### config.mk
export PLATFORM = sky130hd
export DESIGN_NAME = pipe_skid_reg
export DESIGN_NICKNAME = d
export VERILOG_FILES = /design/src/rtl/pipe_skid_reg_pkg.sv /design/src/rtl/pipe_skid_reg.sv
export SDC_FILE = /design/constraint.sdc
export NUM_CORES = 1
export LEC_CHECK = 0
export ABC_AREA = 1
export CORE_MARGIN = 2
export CORE_UTILIZATION = 55
export CTS_BUF_LIST = sky130_fd_sc_hd__clkbuf_4 sky130_fd_sc_hd__clkbuf_8
export CTS_CLUSTER_DIAMETER = 150
export CTS_CLUSTER_SIZE = 10
export DETAILED_ROUTE_END_ITERATION = 10
export PLACE_DENSITY = 0.87
export SYNTH_ARGS = -nofsm -noshare
export SYNTH_HDL_FRONTEND = slang
export SYNTH_SLANG_ARGS = --single-unit
export TNS_END_PERCENT = 20
### constraint.sdc
create_clock -name clk -period 1.8 [get_ports clk]
set_input_delay 0.36 -clock clk [delete_from_list [all_inputs] [get_ports clk]]
set_output_delay 0.36 -clock clk [all_outputs]
set_load 0.005 [all_outputs]
### src/rtl/pipe_skid_reg_pkg.sv
// Shared definitions for the pipe_skid_reg handshake stage: state encoding and
// the occupancy decode used by every handshake stage in the datapath.
package pipe_skid_reg_pkg;

  typedef enum logic [1:0] {
    ST_EMPTY = 2'd0,
    ST_BUSY  = 2'd1,
    ST_FULL  = 2'd2
  } state_e;

  localparam int SIZE_DEFAULT = 32;

  function automatic logic [1:0] occ_of(state_e s);
    case (s)
      ST_BUSY: return 2'd1;
      ST_FULL: return 2'd2;
      default: return 2'd0;
    endcase
  endfunction

endpackage

### src/rtl/pipe_skid_reg.sv
// Registered valid/ready pipeline stage with a one-entry skid slot, so in_ready
// never depends combinationally on out_ready. Sync flush squashes held words.
//
//  state    | meaning
//  ---------+------------------------------------------------
//  ST_EMPTY | nothing held, out_valid=0
//  ST_BUSY  | main word valid on out_data
//  ST_FULL  | main word on out_data plus one word in skid slot
module pipe_skid_reg
  import pipe_skid_reg_pkg::*;
#(
  parameter int SIZE = SIZE_DEFAULT
) (
  input  logic            clk,
  input  logic            rst,
  input  logic            flush,
  input  logic [SIZE-1:0] in_data,
  input  logic            in_valid,
  output logic            in_ready,
  output logic [SIZE-1:0] out_data,
  output logic            out_valid,
  input  logic            out_ready,
  output logic [1:0]      occupancy
);

  state_e          state_q, state_d;
  logic [SIZE-1:0] main_q, main_d;
  logic [SIZE-1:0] skid_q, skid_d;
  logic            in_ready_q, in_ready_d;
  logic            accept, emit;

  assign accept = in_valid & in_ready_q;
  assign emit   = (state_q != ST_EMPTY) & out_ready;

  always_comb begin
    state_d = state_q;
    main_d  = main_q;
    skid_d  = skid_q;
    if (flush) begin
      // an emit in this cycle still completes downstream; only held words are lost
      state_d = ST_EMPTY;
      skid_d  = '0;
    end else begin
      case (state_q)
        ST_EMPTY: begin
          if (accept) begin
            state_d = ST_BUSY;
            main_d  = in_data;
          end
        end
        ST_BUSY: begin
          if (accept && emit) begin
            main_d = in_data;
          end else if (accept) begin
            state_d = ST_FULL;
            skid_d  = in_data;
          end else if (emit) begin
            state_d = ST_EMPTY;
          end
        end
        ST_FULL: begin
          if (emit) begin
            state_d = ST_BUSY;
            main_d  = skid_q;
          end
        end
        default: state_d = ST_EMPTY;
      endcase
    end
    in_ready_d = (state_d != ST_FULL);
  end

  always_ff @(posedge clk) begin
    if (rst) begin
      state_q    <= ST_EMPTY;
      main_q     <= '0;
      skid_q     <= '0;
      in_ready_q <= 1'b1;
    end else begin
      state_q    <= state_d;
      main_q     <= main_d;
      skid_q     <= skid_d;
      in_ready_q <= in_ready_d;
    end
  end

  assign in_ready  = in_ready_q;
  assign out_data  = main_q;
  assign out_valid = (state_q != ST_EMPTY);
  assign occupancy = occ_of(state_q);

endmodule

==> impl_summary.md, run 1 <==
Routing
The number of DRC markers in iteration 0 is 231. The sum of routed wire length over all layers is 7144 um. The routed layout has 3010 vias. The final routed wire length divided by cell count is 11.62 um. Using the TritonRoute via totals, the vias-per-cell ratio works out to 4.894. The remaining number of nets flagged by the antenna check after routing is 0. The number of detailed-route iterations in the first pass is 5. In the routed design, unresolved DRC markers number 0.

GRT
The number of global-route vias before repair was 2813. The initial antenna violation count is 0. In the global route stage, overall resource usage came out at 0.2433. The wire length of the first global-routing pass is 11810 um. After global routing the overflow that remains totals 0. The maximum number of pins on one net before global-route repair is 39.

Power and ir drop
The share of total power dissipated in sequential elements is 0.508. The clock share of power is 0.348. Internal power comes to 2.344 mW. The maximum VDD drop is 0.5712 mV. The switching fraction of total power is 0.2424.

Of the total power, combinational logic draws 0.144. The analysis attributes to net switching a power of 0.7498 mW. The reported leakage power is around 1.8 nW. The design draws 3.093 mW. For this design the ratio of total power to cell area is 785.6 nW/um^2.

Critical path
The kind of end point of the critical path is an output pin. The kind of critical path is register to output pin. Data on the critical path is required at its endpoint by 1440 ps.

The worst setup path is launched from a register. Across all register-to-register paths, the minimum setup slack is 400 ps. Along the worst path, the maximum fanout reaches 4. The worst path arrival time is 1400 ps.

Final layout
Relative to the synthesized area, the layout overhead comes to 33.74%. At the end of the flow, the number of nets in the layout was 580. The most frequent standard cell in the layout excluding fill and tap cells is sky130_fd_sc_hd__nand2_1.

The final instance count without filler cells is 615. The layout has 435 filler cells. For this run, the share of the core covered by cells in the final layout is 0.7661. The library cells used most frequently in the layout, excluding fill and tap cells, are sky130_fd_sc_hd__nand2_1 (233), sky130_fd_sc_hd__clkdlybuf4s50_1 (72), sky130_fd_sc_hd__nor2_1 (68). In the final layout, the share of cells above drive strength 1 is 0.06055. The summed area of non-filler cells in the final layout is 3938 sq um. The number of antenna diodes in the final layout is 0.

STA
In the finished design, the share of the clock period the worst path needs comes to 0.9764. Setup violations remaining at the end of the flow were counted as 0. After routing, the total negative slack on setup checks comes to 0 ps. The worst-case headroom to the max-slew limit is 0.7566. The count of final hold-check violations is 0. Setup repair after global routing left no endpoint under its margin. The worst path in the final design needs a cycle of 1757 ps, including I/O delays and setup. The worst slack on hold paths is 464.9 ps. The final max-slew violation count was 0. The clock arrives with 7.254 ps of skew.

The highest attainable clock frequency is 0.5690 GHz. The transition time of the tightest slew-check pin is 365.1 ps. The post-layout worst setup margin is around 43 ps.

CTS
The latest clock arrival within the worst-skew pair is 330 ps. Clock tree synthesis inserted a total of 9 buffers. CTS saw 67 sinks. Clock-pin slew was measured on the worst setup and hold paths at 70 ps.

The deepest level of the CTS H-tree is 3. The maximum root-to-sink buffer count is 2. The cts-stage hold buffer count is 0. In this run the clock root is driven by a sky130_fd_sc_hd__clkbuf_8. TritonCTS built the clock tree.

Floorplanning
The core region is around 5000 sq um. The width of the chip is 77.17 um. The full die area is 5954 sq um. In this run the core area contains 26 standard-cell rows.

Pin placement for this block handled 73 I/O pins. The initial utilization of the core area, before any placement, comes to 0.5728. The die is just under 80 um tall.

Synth
Each instance of the synthesized netlist takes up on average 6.237 sq um. The post-synthesis register bit count is 67. The share of synthesized area occupied by flip-flops and latches is 0.4556. The number of library cell types mapped by synthesis is 14. The cell area after synthesis is 2944 sq um. The synthesized net count is 509.

The yosys synthesis warning count is 0. The number of instances in the synthesized netlist is 472.

Status
The run finished with clean final reports.

Flow run
The max-cap check violation count is 0.

Placed design
Prior to clock tree synthesis, the placed netlist has a worst setup slack of between 40 and 50 ps. Once placement completed, the tool counted placed cells totaling 601. The routability congestion estimate from global placement is 0.8285. The count of input and output buffers is 72.

The sum of net half-perimeters after detailed placement is 4496 um. The placed instances occupy a cell area of 3766 sq um.

Worst hold path
The class of the tightest hold or removal check is register to register.
-- worst paths after layout --
check | from | to | depth (start not counted)
worst min-delay path | skid_q[2]$_SDFFE_PP0P_ | skid_q[2]$_SDFFE_PP0P_ | 2
worst min register to register | skid_q[2]$_SDFFE_PP0P_ | skid_q[2]$_SDFFE_PP0P_ | 2
worst max register to register | state_q[1]$_SDFF_PP0_ | out_data[14]$_SDFFE_PP0P_ | 8
worst max-delay path | state_q[1]$_SDFF_PP0_ | occupancy[0] | 4
-- final cells by class --
class | count | area [sq um] | share of cell area
Clock buffer | 13 | 160.2 | 0.04067
Inverter | 41 | 153.9 | 0.03908
Multi-Input combinational cell | 340 | 1345 | 0.3416
Sequential cell | 67 | 1343 | 0.3410
Tap cell | 70 | 87.58 | 0.02224
Timing Repair Buffer | 84 | 848.3 | 0.2154
-- kinds of logic after synthesis --
| kind of cell | share of synthesized area |
|---|---|
| buffers and inverters | 0.09052 |
| AOI/OAI and AO/OA | 0.05865 |
| DFF | 0.4556 |
| and+or+nand+nor | 0.3952 |
-- cells in the mapped netlist --
| cell type | number | area share |
|---|---|---|
| sky130_fd_sc_hd__nand3_2 | 1 | 0.0034 |
| sky130_fd_sc_hd__dfxtp_1 | 67 | 0.46 |
| sky130_fd_sc_hd__buf_2 | 18 | 0.031 |
| sky130_fd_sc_hd__inv_1 | 37 | 0.047 |
| sky130_fd_sc_hd__nand2_1 | 234 | 0.30 |
| sky130_fd_sc_hd__a21oi_1 | 33 | 0.056 |
| sky130_fd_sc_hd__nor3_1 | 1 | 0.0017 |
| sky130_fd_sc_hd__inv_2 | 4 | 0.0051 |
| sky130_fd_sc_hd__nor2_1 | 68 | 0.087 |
| sky130_fd_sc_hd__nor3_2 | 1 | 0.0034 |
| sky130_fd_sc_hd__clkbuf_1 | 3 | 0.0038 |
| sky130_fd_sc_hd__o211ai_1 | 1 | 0.0026 |
| sky130_fd_sc_hd__buf_1 | 3 | 0.0038 |
| sky130_fd_sc_hd__nand3_1 | 1 | 0.0017 |
-- power groups by stage --
stage | clock (mW) | combinational (mW) | sequential [mW]
final | 1.08 | 0.446 | 1.57
after global routing | 1.15 | 0.498 | 1.58
after CTS | 1.09 | 0.448 | 1.57
after detailed placement | 0 | 0.442 | 1.60
after global placement | 0 | 0.433 | 1.60
after floorplan | 0 | 0.191 | 1.60
-- sequential cells by signal, indices dropped and copies added, names as in the netlist --
| register | count |
|---|---|
| in_ready | 1 |
| skid_q | 32 |
| state_q | 2 |
| out_data | 32 |
-- critical path, cell delays in order (launching register included) --
cell and delay [ps]:
sky130_fd_sc_hd__dfxtp_1 340, sky130_fd_sc_hd__inv_2 90, sky130_fd_sc_hd__nand2_2 90, sky130_fd_sc_hd__inv_1 60, sky130_fd_sc_hd__clkdlybuf4s50_1 490
-- routing by layer --
| metal | vias to the layer above | part of all wire | global-route usage | routed length, um |
|---|---|---|---|---|
| met3 | 16 | 0.073 | 0.05176 | 521 |
| met1 | 1336 | 0.43 | 0.2832 | 3058 |
| li1 | 1539 | - | - | - |
| met5 | - | 0 | 0 | 0 |
| met2 | 119 | 0.48 | 0.4191 | 3428 |
| met4 | 0 | 0.019 | 0.1250 | 136 |
-- repair_timing --
item / in CTS / in global routing
gates resized for setup: 1 / 1
setup buffers: 0 / 1
setup endpoints to repair: 1 / 2
pin swaps: 0 / 0
Note: power is estimated with default switching activity, not from simulation.
==> inputs of run 2 (changes only) <==
--- a/config.mk
+++ b/config.mk
@@ -6,7 +6,6 @@
 export NUM_CORES = 1
 export LEC_CHECK = 0
 export ABC_AREA = 1
-export CORE_MARGIN = 2
 export CORE_UTILIZATION = 55
 export CTS_BUF_LIST = sky130_fd_sc_hd__clkbuf_4 sky130_fd_sc_hd__clkbuf_8
 export CTS_CLUSTER_DIAMETER = 150
==> run 2 against run 1 <==
  * Global-route usage grew 3.0 points
  * Cell count grew 0.49%
  * Wire length shrank 0.36%
  * Critical path depth shrank 1
  * Utilization grew 0.73 points
  * Critical path type unchanged
  * Largest power group unchanged
==> impl_summary.md, run 2 (synthesized netlist as in run 1, its figures left out) <==
Power and ir drop
The maximum VDD drop is 0.6078 mV (was 0.5712 mV). The logic gate share of total power is 0.141 (was 0.144). The overall power was 3.177 mW (was 3.093 mW). The share of power burned in registers is 0.494 (was 0.508). The reported leakage power came to 1.849 nW (was 1.813 nW). The switching component of the power is 0.7777 mW (was 0.7498 mW). The total power density per cell area came to 799.3 nW/um^2 (was 785.6 nW/um^2). The switching fraction of total power is 0.2448 (was 0.2424). The internal power is 2.399 mW (was 2.344 mW).

The clock share of power is 0.365 (was 0.348).

STA
The transition time of the tightest slew-check pin came to 354.9 ps (was 365.1 ps). The highest attainable clock frequency is 0.5731 GHz (was 0.5690 GHz). The worst-case headroom to the max-slew limit is 0.7634 (was 0.7566).

The post-layout worst setup margin came to 55.22 ps (was 42.55 ps). The share of the clock period used by the worst path came to 0.9693 (was 0.9764). The worst slack on hold paths was 468.4 ps (was 464.9 ps). The post-layout minimum cycle time was 1745 ps (was 1757 ps).

The count of final hold-check violations was 0 (unchanged). The worst clock skew came to 6.049 ps (was 7.254 ps). Unrepaired setup endpoints after global routing: false (unchanged).

The total negative slack for setup checks is 0 ps (unchanged). The final max-slew violation count is 0 (unchanged). The number of failing setup endpoints in the final timing report is 0 (unchanged).

Critical path
The kind of critical path is register to output pin (unchanged). The required time of the worst setup path is 1440 ps (about the same). The startpoint type of the worst setup path is a register (unchanged). The kind of end point of the critical path is an output pin (unchanged). The worst path arrival time was 1380 ps (was 1400 ps).

The largest driver fanout on the critical path was 4 (unchanged).

Routing
The detailed-route via count is 2949 (was 3010). The sum of routed wire segments on met1 came to 3062 um (was 3058 um). The final routed wire length divided by cell count is 11.52 um (was 11.62 um). The remaining number of nets flagged by the antenna check after routing is 0 (unchanged). The highest metal layer used by the detailed router is met4 (unchanged). The wire length on met3 is 414 um (was 521 um). The number of detailed-route iterations in the first pass is 6 (was 5).

The residual DRC count was 0 (unchanged). The via density per instance is 4.772 (was 4.894). The sum of routed wire length over all layers is 7118 um (was 7144 um).

The number of DRC markers in iteration 0 came to 147 (was 231). The length of routed met2 wiring was 3501 um (was 3428 um).

GRT
The residual overflow from global routing is 0 (unchanged). The wire length of the first global-routing pass was 11540 um (was 11810 um). The maximum number of pins on one net before global-route repair is 36 (was 39).

The total global-route track usage came to 0.2737 (was 0.2433). The initial antenna violation count is 0 (unchanged). The number of global-route vias before repair is 2742 (was 2813).

Status
Status: complete, no violations (unchanged).

Floorplanning
The die span in y is 75.17 um (was 77.17 um). The area of the core is 5140 sq um (unchanged). The number of standard-cell rows in the floorplan is 26 (unchanged). The number of primary I/O pins is 73 (unchanged). The width of the chip was 75.17 um (was 77.17 um).

The initial cell density of the core is 0.5728 (unchanged). The full die area came to 5650 sq um (was 5954 sq um).

CTS
The clock transition time at the flip-flop clock pins of the worst setup and hold paths came to 70 ps (about the same). The maximum root-to-sink buffer count is 2 (unchanged). The cts-stage hold buffer count is 0 (unchanged). The deepest level of the CTS H-tree is 3 (unchanged). The TritonCTS clock tree was done (unchanged). The clock buffer count from CTS came to 9 (unchanged). The latest clock arrival within the worst-skew pair was 340 ps (was 330 ps). The count of clock tree sinks was 67 (unchanged).

The root cell of the clock tree is sky130_fd_sc_hd__clkbuf_8 (unchanged).

Final layout
Most frequent cells in the layout: sky130_fd_sc_hd__nand2_1 (233), sky130_fd_sc_hd__clkdlybuf4s50_1 (71), sky130_fd_sc_hd__nor2_1 (68) (was sky130_fd_sc_hd__nand2_1 (233), sky130_fd_sc_hd__clkdlybuf4s50_1 (72), sky130_fd_sc_hd__nor2_1 (68)). The synthesis-to-layout area growth is 35.02% (was 33.74%). The fraction of final layout cells sized beyond drive strength 1 came to 0.06752 (was 0.06055).

The most frequent standard cell in the layout excluding fill and tap cells was sky130_fd_sc_hd__nand2_1 (unchanged). The number of nets in the layout is 580 (unchanged). The number of antenna diodes is 0 (unchanged).

Placed design
The sum of net half-perimeters after detailed placement was 4378 um (was 4496 um). The count of input and output buffers was 72 (unchanged). The routability congestion estimate from global placement is 0.8085 (was 0.8285).

The post-place setup slack came to 13.59 ps (was 46.87 ps).

Flow run
The max-cap check violation count was 0 (unchanged).

Worst hold path
The class of the tightest hold or removal check was register to register (unchanged).
-- run 2: stage by stage --
stage	instances	area (sq um)	utilization
after floorplan	472	2944	-
after global placement	601	3766	0.7327
after detailed placement	601	3766	0.7327
after CTS	617	3954	0.7692
after global routing	618	3975	0.7734
final	618	3975	0.7734
-- run 2: final cells by class --
class	instances	area, sq um
tap	70	87.58
fill	420	1165
sequential	67	1346
clock buffer	14	173.9
timing repair buffer	84	850.8
clock inverter	2	10.01
inverter	41	156.4
multi-input combinational	340	1350
-- run 2: layer usage --
metal | vias up | track usage
met2 | 96 | 0.4775
met1 | 1302 | 0.2992
met3 | 15 | 0.09371
met4 | 0 | 0.1296
li1 | 1536 | -
met5 | - | 0
-- run 2: power by group through the flow --
stage	registers [mW]	logic (mW)	clock network, mW
3_5_place_dp	1.60	0.443	0
3_3_place_gp	1.60	0.434	0
2_1_floorplan	1.60	0.191	0
5_1_grt	1.58	0.502	1.25
4_1_cts	1.57	0.448	1.19
6_report	1.57	0.448	1.16
-- run 2: path summary, 6_finish.rpt --
path / from / to / slack [ps] / cells after the start
worst max-delay path: state_q[1]$_SDFF_PP0_ / out_valid / 60 / 3
worst min-delay path: skid_q[8]$_SDFFE_PP0P_ / skid_q[8]$_SDFFE_PP0P_ / 470 / 2
worst max register to register: state_q[0]$_SDFF_PP0_ / in_ready$_SDFF_PP1_ / 430 / 7
worst min register to register: skid_q[8]$_SDFFE_PP0P_ / skid_q[8]$_SDFFE_PP0P_ / 470 / 2
-- run 2: critical path, cell delays in order, from the launching register on --
cell,delay (ps)
sky130_fd_sc_hd__dfxtp_2,380
sky130_fd_sc_hd__inv_4,60
sky130_fd_sc_hd__nand2_1,90
sky130_fd_sc_hd__clkdlybuf4s50_1,510
-- run 2: what timing repair did --
action | in CTS | in global routing
setup endpoints to repair | 1 | 3
setup buffers | 0 | 1
resized for setup | 2 | 5
==> inputs of run 3 (changes only) <==
--- a/config.mk
+++ b/config.mk
@@ -12,6 +12,7 @@
 export CTS_CLUSTER_SIZE = 10
 export DETAILED_ROUTE_END_ITERATION = 10
 export PLACE_DENSITY = 0.87
+export SLEW_MARGIN = 20
 export SYNTH_ARGS = -nofsm -noshare
 export SYNTH_HDL_FRONTEND = slang
 export SYNTH_SLANG_ARGS = --single-unit
==> results of run 3 <==
Same layout as run 2: the final DEF is identical, and so are final timing and power.
